==> config.mk <==
export PLATFORM = sky130hd
export DESIGN_NAME = combo_match_det
export DESIGN_NICKNAME = d
export VERILOG_FILES = /design/src/rtl/combo_match_det.sv
export SDC_FILE = /design/constraint.sdc
export NUM_CORES = 1
export LEC_CHECK = 0
export BUFFER_PORTS_ARGS = -buffer_cell sky130_fd_sc_hd__buf_2
export CORE_ASPECT_RATIO = 1.25
export CORE_MARGIN = 2
export CORE_UTILIZATION = 30
export CTS_BUF_LIST = sky130_fd_sc_hd__clkbuf_4 sky130_fd_sc_hd__clkbuf_8
export CTS_CLUSTER_DIAMETER = 30
export DETAILED_ROUTE_END_ITERATION = 7
export SLEW_MARGIN = 25
export SYNTH_ARGS = -nofsm -noshare
export SYNTH_HDL_FRONTEND = slang
export SYNTH_SLANG_ARGS = --single-unit
export TNS_END_PERCENT = 100
==> constraint.sdc <==
create_clock -name clk -period 3.6 [get_ports clk]
set_input_delay 0.36 -clock clk [delete_from_list [all_inputs] [get_ports clk]]
set_output_delay 0.36 -clock clk [all_outputs]
set_load 0.02 [all_outputs]
==> src/rtl/combo_match_det.sv <==
// combo_match_det: registered, parametrised pattern/mask match detector.
// A match must hold for HOLD consecutive enabled samples before one hit
// pulse is raised. Reset defaults reproduce the legacy Y = ~A&B&C&~D gate.
// Optional saturating hit counter: define COMBO_MATCH_DET_CNT_EN.
module combo_match_det #(
    parameter int               WIDTH    = 4,
    parameter int               HOLD     = 3,
    parameter logic [WIDTH-1:0] PAT_RST  = 4'b0110,
    parameter logic [WIDTH-1:0] MASK_RST = 4'b1111,
    parameter int               CNT_W    = 8
) (
    input  logic             clk,
    input  logic             rst_n,
    input  logic             en,
    input  logic [WIDTH-1:0] din,
    input  logic             load,
    input  logic [WIDTH-1:0] pat_in,
    input  logic [WIDTH-1:0] mask_in,
    output logic             y,
    output logic             hit,
    output logic             locked,
    output logic [CNT_W-1:0] hit_count
);

    localparam int               RUN_W  = $clog2(HOLD + 1);
    localparam logic [RUN_W-1:0] HOLD_V = RUN_W'(HOLD);

    typedef enum logic [1:0] {IDLE, TRACK, LOCK} state_t;

    state_t           state, state_nxt;
    logic [RUN_W-1:0] run, run_nxt;
    logic [WIDTH-1:0] pattern, mask;
    logic             raw;
    logic             hit_nxt;

    // Raw match: a bit can only veto the match where the care mask is set.
    assign raw    = &(~((din ^ pattern) & mask));
    assign locked = (state == LOCK);

    // State, run length, pattern/mask and registered outputs.
    always_ff @(posedge clk or negedge rst_n) begin
        if (!rst_n) begin
            state   <= IDLE;
            run     <= '0;
            pattern <= PAT_RST;
            mask    <= MASK_RST;
            y       <= 1'b0;
            hit     <= 1'b0;
        end else begin
            state <= state_nxt;
            run   <= run_nxt;
            hit   <= hit_nxt;
            // The sample on a load edge is still judged with the old pattern.
            if (en) begin
                y <= raw;
            end
            if (load) begin
                pattern <= pat_in;
                mask    <= mask_in;
            end
        end
    end

    // Next-state logic; en=0 cycles leave the run and state untouched.
    always_comb begin
        state_nxt = state;
        run_nxt   = run;
        hit_nxt   = 1'b0;
        if (load) begin
            state_nxt = IDLE;
            run_nxt   = '0;
        end else if (en) begin
            case (state)
                IDLE: begin
                    if (raw) begin
                        if (HOLD == 1) begin
                            state_nxt = LOCK;
                            run_nxt   = HOLD_V;
                            hit_nxt   = 1'b1;
                        end else begin
                            state_nxt = TRACK;
                            run_nxt   = RUN_W'(1);
                        end
                    end
                end
                TRACK: begin
                    if (!raw) begin
                        state_nxt = IDLE;
                        run_nxt   = '0;
                    end else if (run + RUN_W'(1) == HOLD_V) begin
                        state_nxt = LOCK;
                        run_nxt   = HOLD_V;
                        hit_nxt   = 1'b1;
                    end else begin
                        run_nxt = run + RUN_W'(1);
                    end
                end
                LOCK: begin
                    // A continuous match stays here without re-firing.
                    if (!raw) begin
                        state_nxt = IDLE;
                        run_nxt   = '0;
                    end
                end
                default: begin
                    state_nxt = IDLE;
                    run_nxt   = '0;
                end
            endcase
        end
    end

`ifdef COMBO_MATCH_DET_CNT_EN
    logic [CNT_W-1:0] cnt;

    // Saturating hit counter, cleared only by rst_n.
    always_ff @(posedge clk or negedge rst_n) begin
        if (!rst_n) begin
            cnt <= '0;
        end else if (hit_nxt && (cnt != {CNT_W{1'b1}})) begin
            cnt <= cnt + CNT_W'(1);
        end
    end

    assign hit_count = cnt;
`else
    assign hit_count = '0;
`endif

endmodule

==> metrics.yaml <==
global_routing:
  grt_pass1_vias: 539
  grt.total_usage: 0.107
  grt_max_degree: 15
  overflow: 0
  antenna_found_initial: 0
  grt_pass1_wl_um: 2370
worst_setup_path:
  worstPathRequired_ps: 3240
  r2r_end: "run[1]"
  path_max_fanout: 6
  ff2ff_setup_slack_ps: 2140
  worstSetupEndpointType: "output pin"
  crit_family: "flip-flops"
  startpoint_type: "flip-flop"
  path_buf_inv: 1
  crit_path_max_incr_delay_ps: 470
  crit_path_cell_trace: "nor2b_1, buf_2"
  path_class: "flip-flop to output pin"
  r2r-start: "pattern[1]"
  worst-r2r-cell-count: 4
  arrival_ps: 1160
  critical-path-slowest-cell: "dfrtp_1"
synth:
  synth_xor_area_frac: 0.0452
  synthAdderAreaFrac: 0.0161
  synth-edff-count: 0
  yosysWarnings: 0
  synth.yosys.seq_area_share: 0.461
  yosys.area_share.simple: 0.0871
  synthMuxAreaShare: 0.116
  synth_top_flop_cell: "dfrtp_1"
  syn_avg_cell_area_um2: 11.8
  synth_top_area_cell: "dfrtp_1"
  synth_compound_area_frac: 0.176
  synth_cells: 66
  yosysUniqueCellTypes: 22
  ys_seq_elements: 14
  synthTopCellsByArea: "dfrtp_1, dfstp_2, mux2_2"
  synth_top_cell_area_share: 0.258
  synth_top_family_by_area: "compound AO/OA/AOI/OAI gates"
  syn_area_um2: 776
  ys_top_cells_by_count: "buf_4, dfrtp_1, mux2_2"
  synthArstFlopShare: 1.00
power:
  p_comb_frac: 0.222
  p_sw_mw: 0.101
  swShare: 0.289
  intPower_mw: 0.249
  seq_power_share: 0.537
  p_clk_frac: 0.241
  ir_drop_v: 0.000105
  power_density_nw_per_um2: 389
  p_leak_nw: 0.398
routing:
  dr.pass1.iters: 4
  drtAntennaViolNets: 0
  wirelength_um: 1380
  drc: 0
  routedWlPerCell_um: 11.6
  avgViaCountPerCell: 4.64
  vias: 552
  initialDrtViolationCount: 4
clock_tree:
  cts_buffer_depth: 2
  h-tree-depth: 1
  cts_tree: "done"
  clock_sinks: 14
  cts_setup_buffers: 0
  clk_latency_ps: 270
  numCtsBuffers: 3
  ctsRootBufferMaster: "clkbuf_4"
  cts.clk_slew.worst_paths_ps: 80
sta:
  period_minus_slack_ps: 1520
  max_freq_ghz: 0.656
  slew_violations: 0
  fin_setup_tns_ps: 0
  grt_setup_unrepaired: "no"
  setup_violations: 0
  holdWs_ps: 312
  skew_ps: 6.90
  hold_violations: 0
  post-route-period-util: 0.423
finish:
  nets: 105
  utilization: 0.367
  fin_cells: 119
  area_growth_pct: 16.1
  drive_above_1_share: 0.453
  antenna_cells: 0
floorplan:
  rows: 20
  io_pins: 27
  die_area_um2: 3010
  start_util: 0.316
  design.core.area_um2: 2450
  dieHeight_um: 60.9
  die_w_um: 49.5
worst_hold_path:
  min_path_cells: 2
  min_path_type: "input pin to flip-flop"
  holdPathEnd: "mask[2]"
  min_from: "mask_in[2]"
status:
  status: "completed"
placed_design:
  io_buffer_count: 18
  placed_cells: 115
  dpl.hpwl_um: 1070
  gp_congestion: 0.779
job:
  maxCapViolCount: 0
-- how the worst max path moves through the flow --
stage | from | endpoint | slack (ps) | depth (start not counted)
2_1_floorplan | pattern[1] | run[0] | 2240 | 4
6_report | state[1] | locked | 2080 | 2
5_1_grt | state[1] | locked | 2000 | 2
4_1_cts | state[1] | locked | 2070 | 2
3_3_place_gp | din[2] | hit | 2140 | 5
3_5_place_dp | din[3] | hit | 2140 | 5
-- sequential cells by signal, indices dropped and copies added (netlist names) --
register  count
mask          4
pattern       4
run           2
state         2
hit           1
y             1
-- layout by cell type (no fill, tap or decap), types with 3 or more instances in the layout --
master and instances:
dfstp_2 6, o2bb2ai_1 3, conb_1 8, nand2_1 5
a32oi_1 3, dfrtp_1 8, mux2_2 8, clkbuf_4 3
nor2_1 3, xor2_1 4, buf_2 18
-- cell families (layout without fill, tap and decap cells) --
| family | count (synthesis) | after routing |
|---|---|---|
| other | 1 | 8 |
| buffers and inverters | 11 | 24 |
| AO/OA/AOI/OAI | 14 | 14 |
| multiplexers | 8 | 8 |
| AND/OR/NAND/NOR | 13 | 13 |
| XOR/XNOR | 4 | 4 |
| adder cells (fa/ha/maj) | 1 | 1 |
| flip-flops | 14 | 14 |
-- routing by layer --
metal | part of all wire | track usage | routed length, um | vias up
met5 | 0 | 0 | 0 | -
met4 | 0.022 | 0.0754 | 31 | 0
met3 | 0.056 | 0.0271 | 77 | 4
met2 | 0.49 | 0.174 | 675 | 18
met1 | 0.43 | 0.125 | 594 | 269
li1 | - | - | - | 261
-- cell type report --
class                      instances  area (um^2)
fill                             272         1550
multi-input combinational         48          372
sequential                        14          358
timing repair buffer              19          100
tap                               33         41.3
clock buffer                       3         22.5
inverter                           2         7.51
-- what timing repair did --
item | in CTS | in global routing
hold endpoints to repair | 8 | 0
gates resized for setup | 0 | 0
hold buffers | 1 | 0
-- power by group through the flow --
stage	Combinational [mW]	Sequential (mW)	Clock [mW]
floorplan	0.0595	0.191	0
detailed placement	0.0774	0.191	0
CTS	0.0784	0.188	0.0888
global route	0.0864	0.192	0.0949
global placement	0.0751	0.191	0
finish	0.0779	0.188	0.0845
-- per-stage QoR --
| step | cell area, um^2 | power [mW] | worst slack [ps] |
|---|---|---|---|
| 2_1_floorplan | 802 | 0.251 | 2240 |
| 3_3_place_gp | 868 | 0.266 | 2140 |
| 3_5_place_dp | 868 | 0.269 | 2140 |
| 4_1_cts | 901 | 0.355 | 2070 |
| 5_1_grt | 901 | 0.373 | 2000 |
| 6_report | 901 | 0.350 | 2080 |
No activity file was read; power rests on OpenSTA's default activity.
